## src/rtl/fft_pair_issuer_pkg.sv

```systemverilog
// Shared constants and types for the butterfly operand source and its PE.
// Packed complex samples: real part in the upper half, imaginary in the lower half.
package fft_pair_issuer_pkg;

  localparam int FFT_POINTS = 16;
  localparam int FFT_DW     = 32;
  localparam int FFT_HALF   = FFT_POINTS / 2;
  localparam int FFT_PW     = $clog2(FFT_HALF);

  localparam int RE_HI = FFT_DW - 1;
  localparam int RE_LO = FFT_DW / 2;
  localparam int IM_HI = FFT_DW / 2 - 1;
  localparam int IM_LO = 0;

  typedef enum logic [1:0] {
    LOAD  = 2'd0,
    ISSUE = 2'd1,
    WAIT  = 2'd2
  } state_e;

  function automatic logic [FFT_DW-1:0] pack_cplx(input logic [FFT_DW/2-1:0] re,
                                                  input logic [FFT_DW/2-1:0] im);
    logic [FFT_DW-1:0] s;
    s[RE_HI:RE_LO] = re;
    s[IM_HI:IM_LO] = im;
    return s;
  endfunction

endpackage

```

## src/rtl/fft_frame_buf.sv

```systemverilog
// One-frame sample store: single write port, two combinational read ports
// returning the butterfly partners x[k] and x[k+POINTS/2].
module fft_frame_buf #(
  parameter int POINTS = 16,
  parameter int DW     = 32
) (
  input  logic                          clk,
  input  logic                          we_i,
  input  logic [$clog2(POINTS)-1:0]     waddr_i,
  input  logic [DW-1:0]                 wdata_i,
  input  logic [$clog2(POINTS/2)-1:0]   raddr_i,
  output logic [DW-1:0]                 lo_o,
  output logic [DW-1:0]                 hi_o
);

  logic [DW-1:0] mem_q [POINTS];

  // Contents are deliberately not reset; a frame is always fully rewritten before issue.
  always_ff @(posedge clk) begin
    if (we_i) mem_q[waddr_i] <= wdata_i;
  end

  assign lo_o = mem_q[{1'b0, raddr_i}];
  assign hi_o = mem_q[{1'b1, raddr_i}];

endmodule

```

## src/rtl/fft_pair_issuer.sv

```systemverilog
// Collects a POINTS-sample frame, issues POINTS/2 butterfly operand pairs back to back,
// then counts PE result pulses to close the frame (timeout and stray pulses set sticky err).
module fft_pair_issuer
  import fft_pair_issuer_pkg::*;
#(
  parameter int POINTS  = FFT_POINTS,
  parameter int DW      = FFT_DW,
  parameter int TIMEOUT = 64
) (
  input  logic                          clk,
  input  logic                          rst,
  input  logic                          in_valid,
  input  logic [DW-1:0]                 in_data,
  output logic                          in_ready,
  output logic [DW-1:0]                 pe_a,
  output logic [DW-1:0]                 pe_b,
  output logic [$clog2(POINTS/2)-1:0]   pe_power,
  output logic                          pe_ab_valid,
  input  logic                          pe_result_valid,
  output logic                          frame_done,
  output logic                          busy,
  output logic                          err
);

  localparam int HALF = POINTS / 2;
  localparam int AW   = $clog2(POINTS);
  localparam int PW   = $clog2(HALF);
  localparam int CW   = $clog2(HALF + 1) + 1;
  localparam int TW   = $clog2(TIMEOUT + 1);

  state_e          state_q, state_d;
  logic [AW-1:0]   wptr_q, wptr_d;
  logic [PW-1:0]   k_q, k_d;
  logic [CW-1:0]   rcnt_q, rcnt_d;
  logic [TW-1:0]   timer_q, timer_d;
  logic            in_ready_q, in_ready_d;
  logic            pe_vld_q, pe_vld_d;
  logic [DW-1:0]   pe_a_q, pe_a_d;
  logic [DW-1:0]   pe_b_q, pe_b_d;
  logic [PW-1:0]   pe_power_q, pe_power_d;
  logic            done_q, done_d;
  logic            err_q, err_d;

  logic            wr_en;
  logic [PW-1:0]   rd_idx;
  logic [DW-1:0]   rd_lo, rd_hi;
  logic [CW-1:0]   rcnt_inc;

  assign wr_en    = (state_q == LOAD) && in_valid && in_ready_q;
  // Read one pair ahead so the registered operands line up with issue cycle k.
  assign rd_idx   = (state_q == ISSUE) ? k_q + PW'(1) : '0;
  assign rcnt_inc = rcnt_q + CW'(pe_result_valid);

  fft_frame_buf #(
    .POINTS (POINTS),
    .DW     (DW)
  ) u_buf (
    .clk     (clk),
    .we_i    (wr_en),
    .waddr_i (wptr_q),
    .wdata_i (in_data),
    .raddr_i (rd_idx),
    .lo_o    (rd_lo),
    .hi_o    (rd_hi)
  );

  always_comb begin
    state_d    = state_q;
    wptr_d     = wptr_q;
    k_d        = k_q;
    rcnt_d     = rcnt_q;
    timer_d    = timer_q;
    pe_vld_d   = 1'b0;
    pe_a_d     = pe_a_q;
    pe_b_d     = pe_b_q;
    pe_power_d = '0;
    done_d     = 1'b0;
    err_d      = err_q;

    case (state_q)
      LOAD: begin
        if (pe_result_valid) err_d = 1'b1;
        if (wr_en) begin
          wptr_d = wptr_q + AW'(1);
          if (wptr_q == AW'(POINTS - 1)) begin
            state_d  = ISSUE;
            k_d      = '0;
            pe_vld_d = 1'b1;
            pe_a_d   = rd_lo;
            pe_b_d   = rd_hi;
          end
        end
      end
      ISSUE: begin
        rcnt_d = rcnt_inc;
        if (k_q == PW'(HALF - 1)) begin
          state_d = WAIT;
          k_d     = '0;
        end else begin
          k_d        = k_q + PW'(1);
          pe_vld_d   = 1'b1;
          pe_a_d     = rd_lo;
          pe_b_d     = rd_hi;
          pe_power_d = k_q + PW'(1);
        end
      end
      WAIT: begin
        timer_d = timer_q + TW'(1);
        rcnt_d  = rcnt_inc;
        if (rcnt_inc >= CW'(HALF)) begin
          done_d  = 1'b1;
          state_d = LOAD;
          rcnt_d  = '0;
          timer_d = '0;
        end else if (timer_q == TW'(TIMEOUT - 1)) begin
          err_d   = 1'b1;
          state_d = LOAD;
          rcnt_d  = '0;
          timer_d = '0;
        end
      end
      default: state_d = LOAD;
    endcase

    in_ready_d = (state_d == LOAD);
  end

  always_ff @(posedge clk or posedge rst) begin
    if (rst) begin
      state_q    <= LOAD;
      wptr_q     <= '0;
      k_q        <= '0;
      rcnt_q     <= '0;
      timer_q    <= '0;
      in_ready_q <= 1'b0;
      pe_vld_q   <= 1'b0;
      pe_a_q     <= '0;
      pe_b_q     <= '0;
      pe_power_q <= '0;
      done_q     <= 1'b0;
      err_q      <= 1'b0;
    end else begin
      state_q    <= state_d;
      wptr_q     <= wptr_d;
      k_q        <= k_d;
      rcnt_q     <= rcnt_d;
      timer_q    <= timer_d;
      in_ready_q <= in_ready_d;
      pe_vld_q   <= pe_vld_d;
      pe_a_q     <= pe_a_d;
      pe_b_q     <= pe_b_d;
      pe_power_q <= pe_power_d;
      done_q     <= done_d;
      err_q      <= err_d;
    end
  end

  assign in_ready    = in_ready_q;
  assign pe_a        = pe_a_q;
  assign pe_b        = pe_b_q;
  assign pe_power    = pe_power_q;
  assign pe_ab_valid = pe_vld_q;
  assign frame_done  = done_q;
  assign busy        = (state_q != LOAD);
  assign err         = err_q;

endmodule
```

## config.mk

```make
export PLATFORM = sky130hd
export DESIGN_NAME = fft_pair_issuer
export DESIGN_NICKNAME = d
export VERILOG_FILES = /design/src/rtl/fft_pair_issuer_pkg.sv /design/src/rtl/fft_frame_buf.sv /design/src/rtl/fft_pair_issuer.sv
export SDC_FILE = /design/constraint.sdc
export NUM_CORES = 1
export LEC_CHECK = 0
export CAP_MARGIN = 20
export CORE_ASPECT_RATIO = 1.75
export CORE_MARGIN = 3
export CORE_UTILIZATION = 63
export CTS_CLUSTER_SIZE = 10
export DETAILED_ROUTE_END_ITERATION = 10
export DONT_BUFFER_PORTS = 1
export GPL_ROUTABILITY_DRIVEN = 0
export GPL_TIMING_DRIVEN = 0
export MAX_ROUTING_LAYER = met4
export PLACE_DENSITY = 0.79
export SLEW_MARGIN = 40
export SYNTH_ARGS = -nofsm -noshare
export SYNTH_HDL_FRONTEND = slang
export SYNTH_SLANG_ARGS = --single-unit
```

## constraint.sdc

```tcl
create_clock -name clk -period 2.7 [get_ports clk]
set_input_delay 0.135 -clock clk [delete_from_list [all_inputs] [get_ports clk]]
set_output_delay 0.135 -clock clk [all_outputs]
set_load 0.05 [all_outputs]
```

# Word-level counts from Yosys, hierarchy flattened
# Memories as Yosys holds them, arrays and structs flattened.
# Cells that the tools add are included.
# op_classes
reduce_logical	12
n_eq_ne	11
n_lt_le_gt_ge	1
shifts	0
n_bitwise	0
n_mul	0
addsub	4
n_div	0
mux	37
# op_table
op	count
two-way mux 32 bit	6
one-hot mux 32 bit (2 select lines)	2
two-way mux 3 bit	5
two-way mux 7 bit	2
two-way mux 1 bit	10
two-way mux 2 bit	5
two-way mux 5 bit	2
one-hot mux 5 bit (2 select lines)	1
!= test 2 bit, second input constant	4
AND reduction 4 bit	2
nonzero test 2 bit	4
adder 7 x 1 -> 7 bit, second input constant	1
equality test 7 x 6 -> 1 bit, second input constant	1
one-hot mux 2 bit (3 select lines)	1
one-hot mux 3 bit (2 select lines)	1
adder 5 x 1 -> 5 bit	1
greater-or-equal comparator 5 x 4 -> 1 bit, second input constant	1
adder 4 x 1 -> 4 bit, second input constant	1
equality test 4 bit, second input constant	1
zero test 2 bit	2
!= test 2 x 1 -> 1 bit, second input constant	2
one-hot mux 1 bit (2 select lines)	2
adder 3 x 1 -> 3 bit, second input constant	1
equality test 3 bit, second input constant	1
5 further kinds	6
# word_totals
register_bits	92
in_bits	36
ramBits	512
wordCells	78
n_memories	1
out_inout_bits	72
mem_bits_ro	0
latch_bits	0
# memory_table
memory	words	word_bits	read_ports	rd_ports_with_merged_regs	write_ports	line_no	source
u_buf.mem_q	16	32	2	0	1	fft_frame_buf.sv:16	logic [DW-1:0] mem_q [POINTS];

# Longest topological paths before layout
# Gate-level depths: netlist of the first run.
# depth
word_depth	6
ltp_mapped	9
ltp_nobuf	6

# Hierarchy
# Synthesis of the first run repeated with hierarchy kept, for this count alone.
# hier_totals
hier_cells	1046
area_unflattened_um2	23492.5
# by_module_without_submodules
mod	instances	seq_area_each_um2	area_per_inst_um2	cells_each
fft_frame_buf	1	15374.7	19317.3	762
fft_pair_issuer	1	2302.2	4175.3	284

# Worst setup path after synthesis of the first run
# No wires, ideal clock.
# synth_path
path_kind	reg2reg
from	reg state_q[0]
to	mem u_buf.mem_q[10][0], enable pin
arrival_time_ps	2075
path_stages_with_launch	6
slack_ps	233
cell_sequence	dfrtp_1 -> inv_1 -> ha_1 -> nand3_1 -> nor3b_1 -> and2_1
# synth_between
elab_chain_len	5
# synth_lines
item	line_no	source
from (decl)	fft_pair_issuer.sv:31	state_e state_q, state_d;
from (signal assigned)	fft_pair_issuer.sv:143	state_q <= state_d;
zero test 2 bit	fft_pair_issuer.sv:49	assign wr_en = (state_q == LOAD) && in_valid && in_ready_q;
logical AND 1 bit (2 in a row)	fft_pair_issuer.sv:49	
two-way mux 1 bit	fft_frame_buf.sv:20	if (we_i) mem_q[waddr_i] <= wdata_i;
two-way mux 1 bit (not written as such)	fft_frame_buf.sv:20	
to (decl)	fft_frame_buf.sv:16	
# Every way passes these cells.

# Worst setup path after layout of the first run
# layout_path
from	reg k_q[0]
to	reg pe_a_q[2], in the netlist pe_a[2]
# layout_between
elab_chain_len	6
elab_cells_between_ends	10
cone_classes	add/sub: 1; eq/ne: 2; mux: 5; reduce/logical: 1; memory: 1
# layout_lines
item	line_no	source
from (decl)	fft_pair_issuer.sv:33	logic [PW-1:0] k_q, k_d;
from (signal assigned)	fft_pair_issuer.sv:145	k_q <= k_d;
adder 3 x 1 -> 3 bit	fft_pair_issuer.sv:51	assign rd_idx = (state_q == ISSUE) ? k_q + PW'(1) : '0;
two-way mux 3 bit	fft_pair_issuer.sv:51	
memory read (16 x 32 bit)	n/a	
two-way mux 32 bit	fft_pair_issuer.sv:85	if (wptr_q == AW'(POINTS - 1)) begin
two-way mux 32 bit	fft_pair_issuer.sv:83	if (wr_en) begin
one-hot mux 32 bit (2 select lines)	fft_pair_issuer.sv:80	case (state_q)
to (signal assigned)	fft_pair_issuer.sv:150	pe_a_q <= pe_a_d;
to (decl)	fft_pair_issuer.sv:38	logic [DW-1:0] pe_a_q, pe_a_d;
# Several ways; a longest one is shown, not always the timed one. The select of a mux whose other input is x is not followed.
# A chain may end at the register's enable or synchronous reset.

==> flow_metrics.tcl, run 1 <==
set metrics [dict create \
    critPathSlowestCell "dfrtp_1" \
    portBuffers 0 \
    chipHeight_um 261.9 \
    start_util_pct 63.91 \
    post-route-period-util_pct 97.94 \
    numCtsBuffers 70 \
    die_w_um 152.2 \
    post-dp-hpwl_um 33380 \
    yosysUniqueCellTypes 43 \
    htree_levels 3 \
    rsz0062_at_grt "false" \
    ir_worst_vdd_uv 811.1 \
    n_antenna_cell 0 \
    max_stage_delay_ns 0.46 \
    clk_latency_ns 0.59 \
    hp-class "in -> reg" \
    fmax_mhz 378.1 \
    cts_buffer_depth 3 \
    synthCells 1327 \
    final-setup-viol-count 0 \
    period_minus_slack_ns 2.644 \
    fp-row-count 93 \
    drc_errors 0 \
    wl_um 57350 \
    vias_per_cell 6.638 \
    stdcell_area_mm2 0.02701 \
    vias 13140 \
    rr_startpoint "k_q[0]$_DFFE_PP0P_" \
    drv_cap 0 \
    ys_top_cells_by_area "edfxtp_1 (65%), dfrtp_1 (9.8%), mux2_2 (6.3%)" \
    synth_top_cell_by_area "edfxtp_1" \
    synth_nets 1376 \
    clockRootBuffer "clkbuf_16" \
    wl_per_cell_um 28.96 \
    power_uw 27710 \
    track_usage_pct 29.07 \
    final-max-slew-violation-count 0 \
    status "finished clean" \
    r2r-end "pe_a[2]$_DFFE_PP0P_" \
    crit_chain "ha_1, ha_2, buf_6, buf_6, mux2_2, o21ai_0, o21ai_1, mux2_2" \
    ant_nets 0 \
    yosys_most_used_dff "edfxtp_1" \
    yosysMostFrequentCell "edfxtp_1" \
    layout-drive-gt1-share_pct 24.39 \
    grt_pass1_wl_um 83650 \
    synth_edf_count 512 \
    cts_tree "done" \
    reg2reg_setup_slack_ns 0.06 \
    synthToLayoutAreaGrowth_pct 14.60 \
    cp-end-kind "flop" \
    synth_top_area_share_pct 65.22 \
    die_area_mm2 0.03986 \
    finalHoldViolCount 0 \
    final_core_util_pct 73.24 \
    crit_arrival_ns 3.11 \
    syn_area_mm2 0.02357 \
    grt_pass1_vias 13780 \
    clock_skew_ns 0.02265 \
    finalNetCount 1498 \
    antenna_found_initial 0 \
    cp.required_ns 3.16 \
    pre_cts_ws_ns -0.2026 \
    yosys_warnings 0 \
    synth_common_cells "edfxtp_1 (512), mux2_2 (131), dfrtp_1 (92)" \
    min_to "wptr_q[3]$_DFFE_PP0P_" \
    layout_setup_ws_ns 0.05553 \
    grt_max_degree 56 \
    crit_path_max_fanout 10 \
    overflow 0 \
    hold_start "in_valid" \
    drt_first_pass_iters 5 \
    avgSynthCellArea_um2 17.76 \
    startpoint_type "flop" \
    p_leak_uw 0.009216 \
    synth-seq-cells 604 \
    slew_headroom_pct 46.81 \
    path_class "reg -> reg" \
    p_per_area_mw_per_mm2 1026 \
    place_inst 1812 \
    tightest_slew_ns 0.7953 \
    cts.clk_slew.worst_paths_ns 0.06 \
    drt_iter0_markers 1576 \
    rr_worst_depth 8 \
    yosysSeqAreaShare_pct 74.99 \
    core-area_mm2 0.03689 \
    final_cells 1980 \
    placed_cell_area_mm2 0.02444 \
    holdPathStages 3 \
    async_flop_share_pct 15.23 \
    io_pins 108 \
    fillers 2019 \
    cts.sinks 604 \
]
sequential cells by signal, summed over array words and instances (netlist names):
signal,flops
wptr_q,4
pe_ab_valid,1
pe_a,32
state_q,2
u_buf.mem_q,512
err,1
pe_b,32
rcnt_q,5
frame_done,1
timer_q,7
k_q,3
in_ready,1
pe_power,3
layer usage:
layer	track usage, %	wire length, um	up-vias
met5	-	0	-
met4	14.57	2776	0
met3	5.075	4350	185
met2	50.63	30750	786
met1	32.58	19460	6707
li1	-	-	5465
layout by cell type, fill, tap and decap left out, types with 3 or more instances in the layout:
master           n
a21oi_1          4
buf_6           11
inv_6            4
buf_2           11
nand3_1          7
inv_1           14
clkbuf_2        15
xnor2_1          4
nor2b_1          3
edfxtp_1       512
and3_1          66
nand2_1         71
o21ai_1         54
o22ai_1          6
ha_1            11
nor2_1           9
mux2_2         131
and2_1           5
dlygate4sd3_1   35
o21ai_0         79
clkbuf_1        76
and2_4          14
mux4_2          64
buf_12           7
buf_1            6
clkbuf_16       73
dfrtp_1         92
buf_4           12
a211oi_2         4
a211oi_1        60
buf_16           3
critical path, delay by kind of cell, from the launching register on:
kind | cells | cell delay [ns]
fa+ha+maj | 2 | 0.64
flops | 1 | 0.46
buf+inv | 2 | 0.40
compound gates | 2 | 0.38
mux | 2 | 0.64
through the flow:
| step | setup TNS (ns) | hold slack (ns) |
|---|---|---|
| floorplan | 0 | 0.2339 |
| global placement | -411.44 | 0.2348 |
| detailed placement | -10.67 | -0.01918 |
| CTS | 0 | 0.005138 |
| global route | 0 | 0.05296 |
| finish | 0 | 0.02137 |
report_power, final:
group	internal [uW]	total, uW	leakage [uW]	switching, uW
registers	11500	13900	0.00572	2470
clock network	5050	8590	0.000981	3540
logic	2130	5200	0.00252	3070
total	18600	27700	0.00922	9080
worst max path at each step:
stage                             startpoint                    to  cells after the start
after CTS                 k_q[0]$_DFFE_PP0P_   pe_b[3]$_DFFE_PP0P_                      8
after detailed placement  k_q[0]$_DFFE_PP0P_  pe_a[25]$_DFFE_PP0P_                      8
final                     k_q[0]$_DFFE_PP0P_   pe_a[2]$_DFFE_PP0P_                      8
after floorplan                          rst       err$_DFFE_PP0P_                      1
after global routing      k_q[0]$_DFFE_PP0P_   pe_a[0]$_DFFE_PP0P_                      8
after global placement                   rst  pe_b[23]$_DFFE_PP0P_                      1
what timing repair did:
action / in CTS / in global routing
resized for setup: 26 / 41
hold buffers: 35 / 0
setup buffers: 0 / 2
pin swaps: 0 / 4
cloned: 0 / 3
hold endpoints to repair: 610 / 0
setup endpoints to repair: 64 / 144
kinds of logic (layout without fill, tap and decap cells):
logic type / after synthesis / in the layout / share of synthesized area (%)
AO/OA/AOI/OAI: 223 / 223 / 5.674
XOR/XNOR: 6 / 6 / 0.2229
adder cells (fa/ha/maj): 13 / 13 / 0.6900
buffers and inverters: 97 / 272 / 1.884
flip-flops: 604 / 604 / 74.99
multiplexers: 196 / 196 / 12.42
AND/OR/NAND/NOR: 188 / 191 / 4.124
layout make-up:
type	instances	area, um^2	share of cell area, %
clock buffer	123	2014	7.457
clock inverter	5	43.79	0.1621
tap	475	594.3	2.200
timing repair buffer	47	588.1	2.177
sequential	604	17680	65.43
buffer	80	456.7	1.691
multi-input combinational	629	5563	20.59
inverter	17	77.57	0.2872
Note: power is estimated with default switching activity, not from simulation.
==> run 2, diff against run 1 <==
Settings changed: CORE_UTILIZATION 63 to 57, PLACE_DENSITY 0.79 to 0.72.
==> run 2 against run 1 <==
Against the previous run:
- sequential cell count stayed put
- setup slack better by 0.019 ns
- critical path type unchanged
- worst hold slack better by 0.0023 ns
- largest power group unchanged
==> flow_metrics.tcl, run 2 (synthesis results as in run 1) <==
set metrics [dict create \
    status "finished clean" \
    start_util_pct 57.73 \
    pre_cts_ws_ns -0.3116 \
    final-max-slew-violation-count 0 \
    portBuffers 0 \
    cp.required_ns 3.16 \
    reg2reg_setup_slack_ns 0.07 \
    wl_per_cell_um 27.16 \
    track_usage_pct 26.05 \
    crit_path_max_fanout 10 \
    r2r-end "pe_b[7]$_DFFE_PP0P_" \
    tightest_slew_ns 0.7230 \
    final-setup-viol-count 0 \
    startpoint_type "flop" \
    die_w_um 159.7 \
    finalNetCount 1500 \
    grt.met3_usage_pct 4.339 \
    drc_errors 0 \
    largest_reg_flops 512 \
    grt.met1_usage_pct 29.19 \
    io_pins 108 \
    vias 12660 \
    crit_chain "ha_1, ha_2, nand2_1, buf_2, buf_1, a211oi_1, o21ai_1, mux2_2" \
    clock_skew_ns 0.02400 \
    clk_latency_ns 0.59 \
    vias_per_cell 6.159 \
    power_uw 27510 \
    layout_setup_ws_ns 0.07412 \
    crit_arrival_ns 3.08 \
    final_common_cell "edfxtp_1" \
    cp-end-kind "flop" \
    regMostFlops "u_buf.mem_q" \
    placed_cell_area_mm2 0.02460 \
    fp-row-count 98 \
    grt_pass1_vias 13290 \
    cts.sinks 604 \
    cts_buffer_depth 3 \
    ant_nets 0 \
    period_minus_slack_ns 2.626 \
    fmax_mhz 380.8 \
    grt_max_degree 66 \
    drv_cap 0 \
    gr-max-usage-layer "met2" \
    p_per_area_mw_per_mm2 1014 \
    hp-class "in -> async" \
    grt_pass1_wl_um 81470 \
    finalHoldViolCount 0 \
    layout-drive-gt1-share_pct 24.45 \
    drt_first_pass_iters 5 \
    htree_levels 3 \
    chipHeight_um 275.0 \
    ir_worst_vdd_uv 682.9 \
    cts_tree "done" \
    stdcell_area_mm2 0.02713 \
    overflow 0 \
    max_stage_delay_ns 0.46 \
    path_class "reg -> reg" \
    clockRootBuffer "clkbuf_16" \
    rr_worst_depth 8 \
    core-area_mm2 0.04083 \
    drt_iter0_markers 1387 \
    critPathSlowestCell "dfrtp_2" \
    die_area_mm2 0.04393 \
    post-route-period-util_pct 97.25 \
    p_leak_uw 0.009225 \
    use_met2_pct 47.28 \
    cts.clk_slew.worst_paths_ns 0.06 \
    numCtsBuffers 70 \
    rsz0062_at_grt "true" \
    post-dp-hpwl_um 34360 \
    rr_startpoint "k_q[0]$_DFFE_PP0P_" \
    wl_um 55840 \
    synthToLayoutAreaGrowth_pct 15.09 \
    antenna_found_initial 1 \
    final_cell_mix "edfxtp_1 (512), mux2_2 (131), dfrtp_1 (91)" \
    slew_headroom_pct 51.64 \
]
-- run 2: cell count changes in the layout (fill, tap and decap cells not counted), moves of 2 or more --
cell / delta
buf_12: +3
buf_2: +2
buf_6: -2
clkbuf_1: -2
clkbuf_4: +2
clkinv_2: +2
o21ai_0: +2
o21ai_1: -2
-- run 2: worst max path at each step --
stage | startpoint | end
after floorplan | rst | err$_DFFE_PP0P_
after global placement | rst | pe_a[19]$_DFFE_PP0P_
after detailed placement | state_q[0]$_DFF_PP0_ | pe_b[10]$_DFFE_PP0P_
after CTS | state_q[1]$_DFF_PP0_ | pe_a[10]$_DFFE_PP0P_
after global routing | state_q[1]$_DFF_PP0_ | pe_a[1]$_DFFE_PP0P_
final | k_q[0]$_DFFE_PP0P_ | pe_b[7]$_DFFE_PP0P_
-- run 2: area by class of cell --
type / instances / area, um^2
Antenna cell: 1 / 2.502
Tap cell: 550 / 688.2
Fill cell: 2711 / 13700
Sequential cell: 604 / 17680
Buffer: 80 / 444.2
Clock inverter: 6 / 52.55
Timing Repair Buffer: 51 / 655.6
Inverter: 17 / 77.57
Clock buffer: 120 / 1982
Multi-Input combinational cell: 627 / 5549
-- run 2: timing repair --
action                                  in CTS  in global routing
cloned                                       0                  1
pin swaps                                    1                  0
hold buffers                                35                  0
endpoints found under the hold margin      612                  0
buffers inserted                             3                  0
gates resized for setup                     22                 34
endpoints found under the setup margin      80                126
-- run 2: report_power, final --
part | internal (uW) | switching, uW | leakage, uW
Combinational | 2150 | 3040 | 0.00254
Clock | 4980 | 3460 | 0.000972
Sequential | 11500 | 2420 | 0.00571
Total | 18600 | 8920 | 0.00923
-- run 2: through the flow --
stage          cells  setup TNS, ns  util [%]  hold WS [ns]
2_1_floorplan   1327              0         -        0.2339
3_3_place_gp    1877        -460.74     59.42        0.2348
3_5_place_dp    1890         -15.87     60.24      -0.03301
4_1_cts         2054              0     66.29       0.01616
5_1_grt         2056        -0.1627     66.44       0.05293
6_report        2056              0     66.44       0.02367
-- run 2: critical path, delay by kind of cell (launching register included) --
kind	cells	cell delay (ns)
compound gates	2	0.54
fa+ha+maj	2	0.61
simple gates	1	0.08
mux	1	0.28
flops	1	0.46
buf+inv	2	0.51
-- run 2: routing by layer --
metal	vias to the layer above	wire length (um)
met2	554	31080
met4	0	1562
met3	103	3634
met5	-	0
li1	5471	-
met1	6535	19560
==> run 3, diff against run 2 <==
Clock period 2.7 ns to 2.9 ns, I/O delays scaled along.
==> run 3 against run 2 <==
Against the previous run:
- cell area decreased by 0.33%
- worst hold slack improved by 0.011 ns
- global-route usage about the same
- core utilization decreased by 0.22 points
- critical endpoint is now pe_a[0]$_DFFE_PP0P_
- highest routed layer unchanged
==> flow_metrics.tcl, run 3 (synthesis results as in run 1) <==
set metrics [dict create \
    cp-end-kind "flop" \
    grt_pass1_vias 13310 \
    numCtsBuffers 70 \
    io_pins 108 \
    synthToLayoutAreaGrowth_pct 14.71 \
    start_util_pct 57.73 \
    layout-drive-gt1-share_pct 22.87 \
    portBuffers 0 \
    crit_path_max_fanout 10 \
    regMostFlops "u_buf.mem_q" \
    chipHeight_um 275.0 \
    post-dp-hpwl_um 34360 \
    grt_max_degree 66 \
    multi_input_area_mm2 0.005504 \
    largest_reg_flops 512 \
    clockRootBuffer "clkbuf_16" \
    cts_buffer_depth 3 \
    final_common_cell "edfxtp_1" \
    cp.required_ns 3.36 \
    p_per_area_mw_per_mm2 945.2 \
    grt_pass1_wl_um 81420 \
    drt_iter0_markers 1345 \
    stdcell_area_mm2 0.02704 \
    wl_per_cell_um 26.91 \
    rsz0062_at_grt "true" \
    final_cell_mix "edfxtp_1 (512), mux2_2 (131), dfrtp_1 (92)" \
    die_w_um 159.7 \
    startpoint_type "flop" \
    finalNetCount 1499 \
    regArea_mm2 0.01768 \
    final-setup-viol-count 0 \
    core-area_mm2 0.04083 \
    power_uw 25560 \
    antenna_found_initial 0 \
    fillers 2714 \
    ant_nets 0 \
    slew_headroom_pct 52.71 \
    period_minus_slack_ns 2.814 \
    overflow 0 \
    vias_per_cell 6.154 \
    cts.clk_slew.worst_paths_ns 0.06 \
    cts_tree "done" \
    drv_cap 0 \
    status "finished clean" \
    die_area_mm2 0.04393 \
    rr_startpoint "k_q[0]$_DFFE_PP0P_" \
    hold_start "in_valid" \
    tightest_slew_ns 0.7071 \
    placed_cell_area_mm2 0.02460 \
    clk_latency_ns 0.59 \
    drt_first_pass_iters 5 \
    htree_levels 3 \
    final-max-slew-violation-count 0 \
    hold_ws_ns 0.03434 \
    fmax_mhz 355.4 \
    wl_um 55270 \
    hp-class "in -> reg" \
    vias 12640 \
    critPathLaunch "k_q[0]$_DFFE_PP0P_" \
    clock_skew_ns 0.02582 \
    fp-row-count 98 \
    cts.sinks 604 \
    drc_errors 0 \
    track_usage_pct 26.05 \
    finalHoldViolCount 0 \
    path_class "reg -> reg" \
    crit_arrival_ns 3.27 \
    n_antenna_cell 0 \
    post-route-period-util_pct 97.03 \
    setup_tns_ns 0 \
    ir_worst_vdd_uv 633.9 \
    p_leak_uw 0.009190 \
]
[run 3: cell types whose count changed in the layout (fill, tap and decap cells not counted), moves of 2 or more]
| cell | delta |
|---|---|
| a211oi_1 | +3 |
| ha_2 | -2 |
| o21ai_1 | -3 |
| buf_4 | -6 |
| clkbuf_2 | -13 |
| o21ai_0 | +3 |
| ha_1 | +2 |
| clkbuf_1 | +13 |
| buf_6 | -3 |
| a211oi_2 | -3 |
| buf_2 | +7 |
[run 3: path summary, 6_finish.rpt]
path	endpoint	slack (ns)	cells after the start
max	pe_a[0]$_DFFE_PP0P_	0.09	8
min in group asynchronous	pe_b[3]$_DFFE_PP0P_	0.04	2
max reg2reg	pe_a[0]$_DFFE_PP0P_	0.09	8
min	wptr_q[3]$_DFFE_PP0P_	0.03	3
min reg2reg	timer_q[0]$_DFFE_PP0N_	0.51	1
max in group asynchronous	pe_b[23]$_DFFE_PP0P_	2.23	3
[run 3: layout make-up]
cell class	count	share of cell area, %
clock inverters	6	0.1943
flip-flops and latches	604	65.37
multi-input cells	626	20.35
well taps	550	2.545
inverters	17	0.2730
clock buffers	120	7.329
repair buffers	51	2.471
plain buffers	80	1.462
[run 3: timing repair]
| action | 4_1_cts | 5_1_grt |
|---|---|---|
| resized for setup | 3 | 7 |
| hold buffers | 35 | 0 |
| buffers inserted | 0 | 3 |
| pin swaps | 0 | 1 |
| setup endpoints to repair | 64 | 32 |
| hold endpoints to repair | 610 | 0 |
[run 3: power breakdown]
group,internal [uW],switching [uW]
clock network,4630,3220
registers,10700,2250
logic,2000,2790
[run 3: per-stage QoR]
step / util, % / std cells / setup WS (ns)
floorplan: - / 1327 / 0.3630
global placement: 59.42 / 1877 / -1.046
detailed placement: 60.24 / 1890 / -0.1116
CTS: 66.11 / 2051 / -0.01655
global route: 66.23 / 2054 / -0.001031
finish: 66.23 / 2054 / 0.08610
[run 3: critical path: stages, from the launching register on]
cell      delay, ns
dfrtp_1        0.46
ha_1           0.24
ha_1           0.39
clkbuf_4       0.27
buf_2          0.32
mux2_2         0.37
o21ai_0        0.23
o21ai_1        0.12
mux2_2         0.28
[run 3: routing by layer]
| layer | GRT usage, % | part of all wire, % | vias to the layer above |
|---|---|---|---|
| met3 | 4.444 | 5.9 | 102 |
| li1 | - | - | 5471 |
| met1 | 29.17 | 35 | 6533 |
| met5 | - | 0 | - |
| met4 | 8.854 | 2.7 | 0 |
| met2 | 47.33 | 56 | 535 |
